File: config.mk
export PLATFORM = sky130hd
export DESIGN_NAME = bus_scheduler_flat
export DESIGN_NICKNAME = d
export VERILOG_FILES = /design/src/rtl/bus_scheduler_if.sv /design/src/rtl/bus_scheduler.sv /design/src/flat_wrapper.sv
export SDC_FILE = /design/constraint.sdc
export NUM_CORES = 1
export LEC_CHECK = 0
export BUFFER_PORTS_ARGS = -buffer_cell sky130_fd_sc_hd__buf_2
export CELL_PAD_IN_SITES_DETAIL_PLACEMENT = 0
export CELL_PAD_IN_SITES_GLOBAL_PLACEMENT = 1
export CORE_MARGIN = 5
export CORE_UTILIZATION = 33
export DETAILED_ROUTE_END_ITERATION = 12
export PLACE_DENSITY = 0.81
export SYNTH_ARGS = -nofsm -noshare
export SYNTH_HDL_FRONTEND = slang
export SYNTH_SLANG_ARGS = --single-unit
export TNS_END_PERCENT = 1
File: constraint.sdc
create_clock -name clk16_i -period 1.21 [get_ports clk16_i]
set_clock_uncertainty 0.15 [all_clocks]
set_input_delay 0.121 -clock clk16_i [delete_from_list [all_inputs] [get_ports clk16_i]]
set_output_delay 0.121 -clock clk16_i [all_outputs]
set_load 0.005 [all_outputs]
File: src/rtl/bus_scheduler_if.sv
// rtl/bus_scheduler_if.sv - SPI, video and CPU bus-control signals around bus_scheduler
interface bus_scheduler_if;
  logic spi_valid_i;
  logic spi_ready_o;
  logic video_req_i;
  logic clk8_o;
  logic cpu_clk_o;
  logic cpu_be_o;
  logic cpu_en_o;
  logic spi_en_o;
  logic video_en_o;

  modport master (
    output spi_valid_i, video_req_i,
    input  spi_ready_o, clk8_o, cpu_clk_o, cpu_be_o, cpu_en_o, spi_en_o, video_en_o
  );

  modport slave (
    input  spi_valid_i, video_req_i,
    output spi_ready_o, clk8_o, cpu_clk_o, cpu_be_o, cpu_en_o, spi_en_o, video_en_o
  );
endinterface

File: src/rtl/bus_scheduler.sv
// rtl/bus_scheduler.sv - eight-slot arbiter granting each 125 ns bus slot to CPU, video or SPI
// Define VIDEO_FETCH_EN to grant video slots; otherwise every slot but 7 is SPI-eligible.
module bus_scheduler #(
  parameter logic [7:0] VIDEO_SLOT_MASK = 8'b0010_0010
) (
  input  logic           clk16_i,
  input  logic           reset_i,
  bus_scheduler_if.slave bus
);

`ifdef VIDEO_FETCH_EN
  localparam logic VIDEO_ON = 1'b1;
`else
  localparam logic VIDEO_ON = 1'b0;
`endif

  typedef enum logic [1:0] {GRANT_IDLE, GRANT_CPU, GRANT_VIDEO, GRANT_SPI} grant_t;

  grant_t     grant_q;
  grant_t     grant_d;
  logic       phase;
  logic [2:0] slot;
  logic [2:0] next_slot;
  logic       spi_valid_q;
  logic       pending;
  logic       pending_d;
  logic       last_spi;
  logic       spi_ready_q;
  logic       cpu_en_q;
  logic       spi_en_q;
  logic       video_en_q;
  logic       cpu_be_q;

  always_comb begin
    grant_d   = grant_q;
    next_slot = slot + 3'd1;
    last_spi  = (grant_q == GRANT_SPI) && phase;
    // A rise while already pending is dropped; a rise on the completing edge re-arms.
    pending_d = (bus.spi_valid_i && !spi_valid_q) || (pending && !last_spi);
    if (phase) begin
      if (next_slot == 3'd7)
        grant_d = GRANT_CPU;
      else if (VIDEO_ON && VIDEO_SLOT_MASK[next_slot] && bus.video_req_i)
        grant_d = GRANT_VIDEO;
      else if (pending && !last_spi)
        grant_d = GRANT_SPI;
      else
        grant_d = GRANT_IDLE;
    end
  end

  always_ff @(posedge clk16_i) begin
    if (reset_i) begin
      phase       <= 1'b0;
      slot        <= 3'd0;
      spi_valid_q <= 1'b0;
      pending     <= 1'b0;
      grant_q     <= GRANT_IDLE;
      spi_ready_q <= 1'b0;
      cpu_en_q    <= 1'b0;
      spi_en_q    <= 1'b0;
      video_en_q  <= 1'b0;
      cpu_be_q    <= 1'b1;
    end else begin
      phase       <= !phase;
      if (phase)
        slot <= next_slot;
      spi_valid_q <= bus.spi_valid_i;
      pending     <= pending_d;
      grant_q     <= grant_d;
      spi_ready_q <= last_spi;
      cpu_en_q    <= (grant_d == GRANT_CPU);
      spi_en_q    <= (grant_d == GRANT_SPI);
      video_en_q  <= (grant_d == GRANT_VIDEO);
      cpu_be_q    <= !((grant_d == GRANT_SPI) || (grant_d == GRANT_VIDEO));
    end
  end

  assign bus.clk8_o      = phase;
  assign bus.cpu_clk_o   = slot[2];
  assign bus.cpu_en_o    = cpu_en_q;
  assign bus.spi_en_o    = spi_en_q;
  assign bus.video_en_o  = video_en_q;
  assign bus.cpu_be_o    = cpu_be_q;
  assign bus.spi_ready_o = spi_ready_q;
endmodule
File: src/flat_wrapper.sv
// flat-port wrapper written by rule: the top's interface ports become plain ports
module bus_scheduler_flat 
#(
  parameter logic [7:0] VIDEO_SLOT_MASK = 8'b0010_0010
)
  (clk16_i, reset_i, bus_spi_valid_i, bus_video_req_i, bus_spi_ready_o, bus_clk8_o, bus_cpu_clk_o, bus_cpu_be_o, bus_cpu_en_o, bus_spi_en_o, bus_video_en_o);
  bus_scheduler_if bus_i ();
  input  logic clk16_i;
  input  logic reset_i;
  input wire logic [$bits(bus_i.spi_valid_i)-1:0] bus_spi_valid_i;
  input wire logic [$bits(bus_i.video_req_i)-1:0] bus_video_req_i;
  output wire logic [$bits(bus_i.spi_ready_o)-1:0] bus_spi_ready_o;
  output wire logic [$bits(bus_i.clk8_o)-1:0] bus_clk8_o;
  output wire logic [$bits(bus_i.cpu_clk_o)-1:0] bus_cpu_clk_o;
  output wire logic [$bits(bus_i.cpu_be_o)-1:0] bus_cpu_be_o;
  output wire logic [$bits(bus_i.cpu_en_o)-1:0] bus_cpu_en_o;
  output wire logic [$bits(bus_i.spi_en_o)-1:0] bus_spi_en_o;
  output wire logic [$bits(bus_i.video_en_o)-1:0] bus_video_en_o;
  assign bus_i.spi_valid_i = bus_spi_valid_i;
  assign bus_i.video_req_i = bus_video_req_i;
  assign bus_spi_ready_o = bus_i.spi_ready_o;
  assign bus_clk8_o = bus_i.clk8_o;
  assign bus_cpu_clk_o = bus_i.cpu_clk_o;
  assign bus_cpu_be_o = bus_i.cpu_be_o;
  assign bus_cpu_en_o = bus_i.cpu_en_o;
  assign bus_spi_en_o = bus_i.spi_en_o;
  assign bus_video_en_o = bus_i.video_en_o;
  bus_scheduler #(.VIDEO_SLOT_MASK(VIDEO_SLOT_MASK)) u_core (.clk16_i(clk16_i), .reset_i(reset_i), .bus(bus_i));
endmodule
Word level (Yosys, flattened, before mapping):

Index checks and enable logic that the tools add are counted.

* register bits: 13
* logic and storage cells: 28
* input port bits: 4
* output and inout port bits: 7

* mux-type cells: 3
* reductions and logical operators: 9
* $add $sub $neg: 1
* eq/ne operators: 5

Operators by type and width (number)
* $eq 2x2->1 const B: 3
* $mux 2: 3
* $logic_not 1->1: 4
* $add 3x1->3 const B: 1
* $eq 3x3->1 const B: 1
* $logic_and 1x1->1: 3
* $eq 2x1->1 const B: 1
* $logic_or 1x1->1: 2

Longest topological paths before layout:

* word-level depth: 10
* depth in mapped cells: 5

Worst setup path after synthesis:

No wires, ideal clock.

* path kind: reg2reg
* start point: reg u_core.slot[0]
* end point: reg u_core.cpu_be_q (netlist: u_core.bus.cpu_be_o)
* clock period less this slack: 1252 ps
* required time: 945 ps
* data arrival time: 987 ps
* cell stages (with the launch flop): 5
* buffers on the path: 0
* setup time: 115 ps
* slack: -42 ps
* path through: dfxtp_1 ha_1 xnor2_1 o21ai_1 o21ba_2

* cells in the longest elaborated chain, start to end: 7

RTL lines
* start, declared: RTL line bus_scheduler.sv:22 `logic [2:0] slot;`
* start signal, assigned: RTL line bus_scheduler.sv:67 `slot <= next_slot;`
* $add 3x1->3 *: RTL line bus_scheduler.sv:36 `next_slot = slot + 3'd1;`
* $eq 3x3->1 *: RTL line bus_scheduler.sv:41 `if (next_slot == 3'd7)`
* $mux 2 *: RTL line bus_scheduler.sv:41
* $mux 2 *: RTL line bus_scheduler.sv:40 `if (phase) begin`
* $eq 2x2->1: RTL line bus_scheduler.sv:75 `cpu_be_q <= !((grant_d == GRANT_SPI) || (grant_d == GRANT_VIDEO));`
* $logic_or 1x1->1 *: RTL line bus_scheduler.sv:75
* $logic_not 1->1 *: RTL line bus_scheduler.sv:75
* end signal, assigned: RTL line bus_scheduler.sv:75
* end, declared: RTL line bus_scheduler.sv:32 `logic cpu_be_q;`

Mark *: on every way between the ends. The rest lies on a longest branch, timed or not.
A chain may end at the register's enable or synchronous reset.

Final worst setup path:

* start point: reg u_core.slot[1]
* end point: reg u_core.grant_q[0]

* cells in the longest elaborated chain, start to end: 4

RTL lines
* $add 3x1->3: RTL line bus_scheduler.sv:36
* $eq 3x3->1: RTL line bus_scheduler.sv:41
* $mux 2: RTL line bus_scheduler.sv:41
* $mux 2: RTL line bus_scheduler.sv:40
* end signal, assigned: RTL line bus_scheduler.sv:70 `grant_q <= grant_d;`
* end, declared: RTL line bus_scheduler.sv:19 `grant_t grant_q;`

Every way passes these cells.

==> run_results.csv <==
group,metric,value,unit
critical_path,crit_type,"reg -> reg",
synthesis,netlist_top_cells_area,"dfxtp_1 (54%), nor2_1 (5.4%), ha_1 (5.2%)",
pwr,leakagePower,0.256,nW
timing,clock.fmax,800,MHz
timing,setup_slack,-0.0399,ns
detailed_routing,vias,368,
placed_design,io_buffers,9,
critical_path,critPathLaunch,"u_core.slot[1]",
synthesis,synth_top_area_share,53.7,%
pwr,switching_share,23.4,%
timing,holdWs,0.357,ns
timing,hold_viol,0,
run,drv_cap,0,
layout,area_growth,32.3,%
timing,relSlewSlack,82.4,%
critical_path,crit_required,1.25,ns
critical_path,crit_path_top_delay_cell,"dfxtp_2",
clock_network,postCtsSetupRepairBufs,0,
pwr,p_int,0.000635,W
timing,maxSlewViolCount,0,
synthesis,syn_area,484,um^2
global_routing,grt_start_max_net_pins,11,
critical_path,crit_chain,"ha_4 > xnor2_2 > o21a_1 > a211oi_2",
clock_network,clk_latency,0.27,ns
clock_network,cts_tree,"done",
timing,worst_pin_slew,0.262,ns
layout,diodes,0,
floorplan,core_area,0.00135,mm^2
pwr,max-vdd-ir-drop,0.927,mV
critical_path,critPathMaxFanout,3,
floorplan,chipHeight,48.3,um
layout,layout_common_cells,"dfxtp_1 (10), buf_2 (9), nor2_1 (7)",
synthesis,ys_types,23,
synthesis,avgSynthCellArea,9.88,um^2
pwr,clkPwrFrac,30.3,%
worst_hold_path,hp-start,"u_core.pending",
synthesis,syn_nets,55,
status,violations,"negative setup slack",
detailed_routing,ant_nets,0,
layout,drive_gt1_share,38.5,%
pwr,seqPwrFrac,57.5,%
clock_network,clockBufferDepth,2,
clock_network,htreeDepth,1,
global_routing,grt_pass1_wl,1490,um
global_routing,grt_antenna_before_repair,0,
timing,finalSetupViolCount,2,
worst_hold_path,hp-class,"reg -> reg",
detailed_routing,drt-total-wl,828,um
critical_path,cp_slowest_stage_delay,0.34,ns
floorplan,die_w,48.3,um
status,status,"finished, violations left",
floorplan,num_rows,13,
timing,tns,-0.0410,ns
pwr,power_frac_comb,12.2,%
critical_path,worstPathArrival,1.29,ns
floorplan,die_area,0.00233,mm^2
critical_path,r2r-start,"u_core.slot[1]",
pwr,p_sw,0.000194,W
clock_network,cts_buffers,3,
layout,fin_nets,72,
floorplan,floorplan.initialDensity,35.9,%
placed_design,dp_cells,74,
timing,period_share,103,%
floorplan,io_pins,11,
layout,stdcell_count,80,
detailed_routing,wl_per_cell,10.4,um
clock_network,cts_sinks,13,
clock_network,clock-root-buffer,"clkbuf_4",
placed_design,dp_slack,-0.0568,ns
critical_path,cp-start-kind,"flop",
placed_design,dp_hpwl,596,um
global_routing,first_global_vias,344,
synthesis,synth_top_area_cell,"dfxtp_1",
detailed_routing,drc,0,
detailed_routing,vias_per_cell,4.60,
placed_design,gp_congestion,0.757,
detailed_routing,drtIter0Drc,3,
synthesis,synth_cells,49,
synthesis,yosys_warnings,0,
critical_path,worst_setup_path_end_kind,"flop",
timing,rsz0062_at_grt,"yes",
synthesis,ys_seq_area_share,53.7,%
layout,layout_commonest_cell,"dfxtp_1",
detailed_routing,drt_pre_antenna_iters,2,
synthesis,ys_ff_latch,13,
clock_network,clkTransAtPathRegs,0.07,ns
global_routing,grt-ovfl-total,0,
global_routing,grt_util_all_layers,8.26,%
timing,period_needed,1.25,ns
layout,utilization,47.5,%
pwr,p_per_area,1290,mW/mm^2
registers in the layout (all words and copies together) (netlist names), named ones only:
signal and flops:
u_core.bus.cpu_en_o 1, u_core.bus.video_en_o 1, u_core.bus.spi_ready_o 1, u_core.grant_q 1, u_core.bus.clk8_o 1, u_core.slot 3
u_core.bus.cpu_be_o 1, u_core.pending 1, u_core.bus.spi_en_o 1, u_core.spi_valid_q 1
per-stage QoR:
step                      cell area [um^2]  power (W)
final                                  641   0.000828
after floorplan                        507   0.000542
after detailed placement               584   0.000576
after global placement                 584   0.000574
after global routing                   641   0.000886
after CTS                              636   0.000838
metal layers:
layer / vias to the layer above / global-route usage [%] / share of wire (%)
met4: 0 / 2.76 / 1.4
met1: 161 / 9.65 / 45
li1: 196 / - / -
met3: 2 / 5.50 / 6.5
met5: - / 0 / 0
met2: 9 / 12.0 / 47
final timing paths:
| check | end | cells after the start | slack, ns |
|---|---|---|---|
| hold / removal | u_core.grant_q[0] | 2 | 0.36 |
| setup / recovery | u_core.grant_q[0] | 4 | -0.04 |
| setup reg to reg | u_core.grant_q[0] | 4 | -0.04 |
| hold reg to reg | u_core.grant_q[0] | 2 | 0.36 |
power by group through the flow:
stage	combinational [W]	clock (W)	sequential (W)
3_3_place_gp	0.0000886	0	0.000486
6_report	0.000101	0.000251	0.000477
2_1_floorplan	0.0000610	0	0.000481
5_1_grt	0.000114	0.000292	0.000480
4_1_cts	0.0000975	0.000264	0.000477
3_5_place_dp	0.0000901	0	0.000485
cells in the mapped netlist:
library cell  number
a21oi_1            2
inv_1              3
nor3_2             1
a211oi_2           1
nor4_1             1
xnor2_1            2
nor3_1             1
nor2b_1            2
dfxtp_1           13
o21a_1             1
nand3_1            1
ha_1               2
o32ai_1            1
nor2_1             7
o21bai_1           1
buf_1              1
buf_2              1
o21ai_1            1
nand3b_1           1
o21ba_2            1
a211oi_1           1
nand2_1            3
xor2_1             1
worst max-delay path: cells and delay by family, from the launching register on:
kind                     cells  cell delay (ns)
flip-flops                   1             0.34
adder cells (fa/ha/maj)      1             0.16
XOR/XNOR                     1             0.13
AO/OA/AOI/OAI                2             0.38
area by class of cell:
type / count / area, um^2
clock buffers: 4 / 26.3
fillers: 134 / 709
inverters: 3 / 11.3
multi-input cells: 31 / 233
flip-flops and latches: 13 / 264
well taps: 15 / 18.8
repair buffers: 14 / 87.6
logic make-up after synthesis:
group / Yosys count / synth area share, %
AOI/OAI and AO/OA: 9 / 14.2
xor gates and xnor gates: 3 / 5.43
adders and majority gates: 2 / 5.17
buffers and inverters: 5 / 4.13
DFF: 13 / 53.7
and+or+nand+nor: 17 / 17.3
timing repair:
action | CTS | global route
pin swaps | 2 | 1
hold endpoints to repair | 3 | 0
endpoints found under the setup margin | 5 | 5
hold buffers | 2 | 0
resized for setup | 2 | 1
Power figures use the tool's default switching activity.
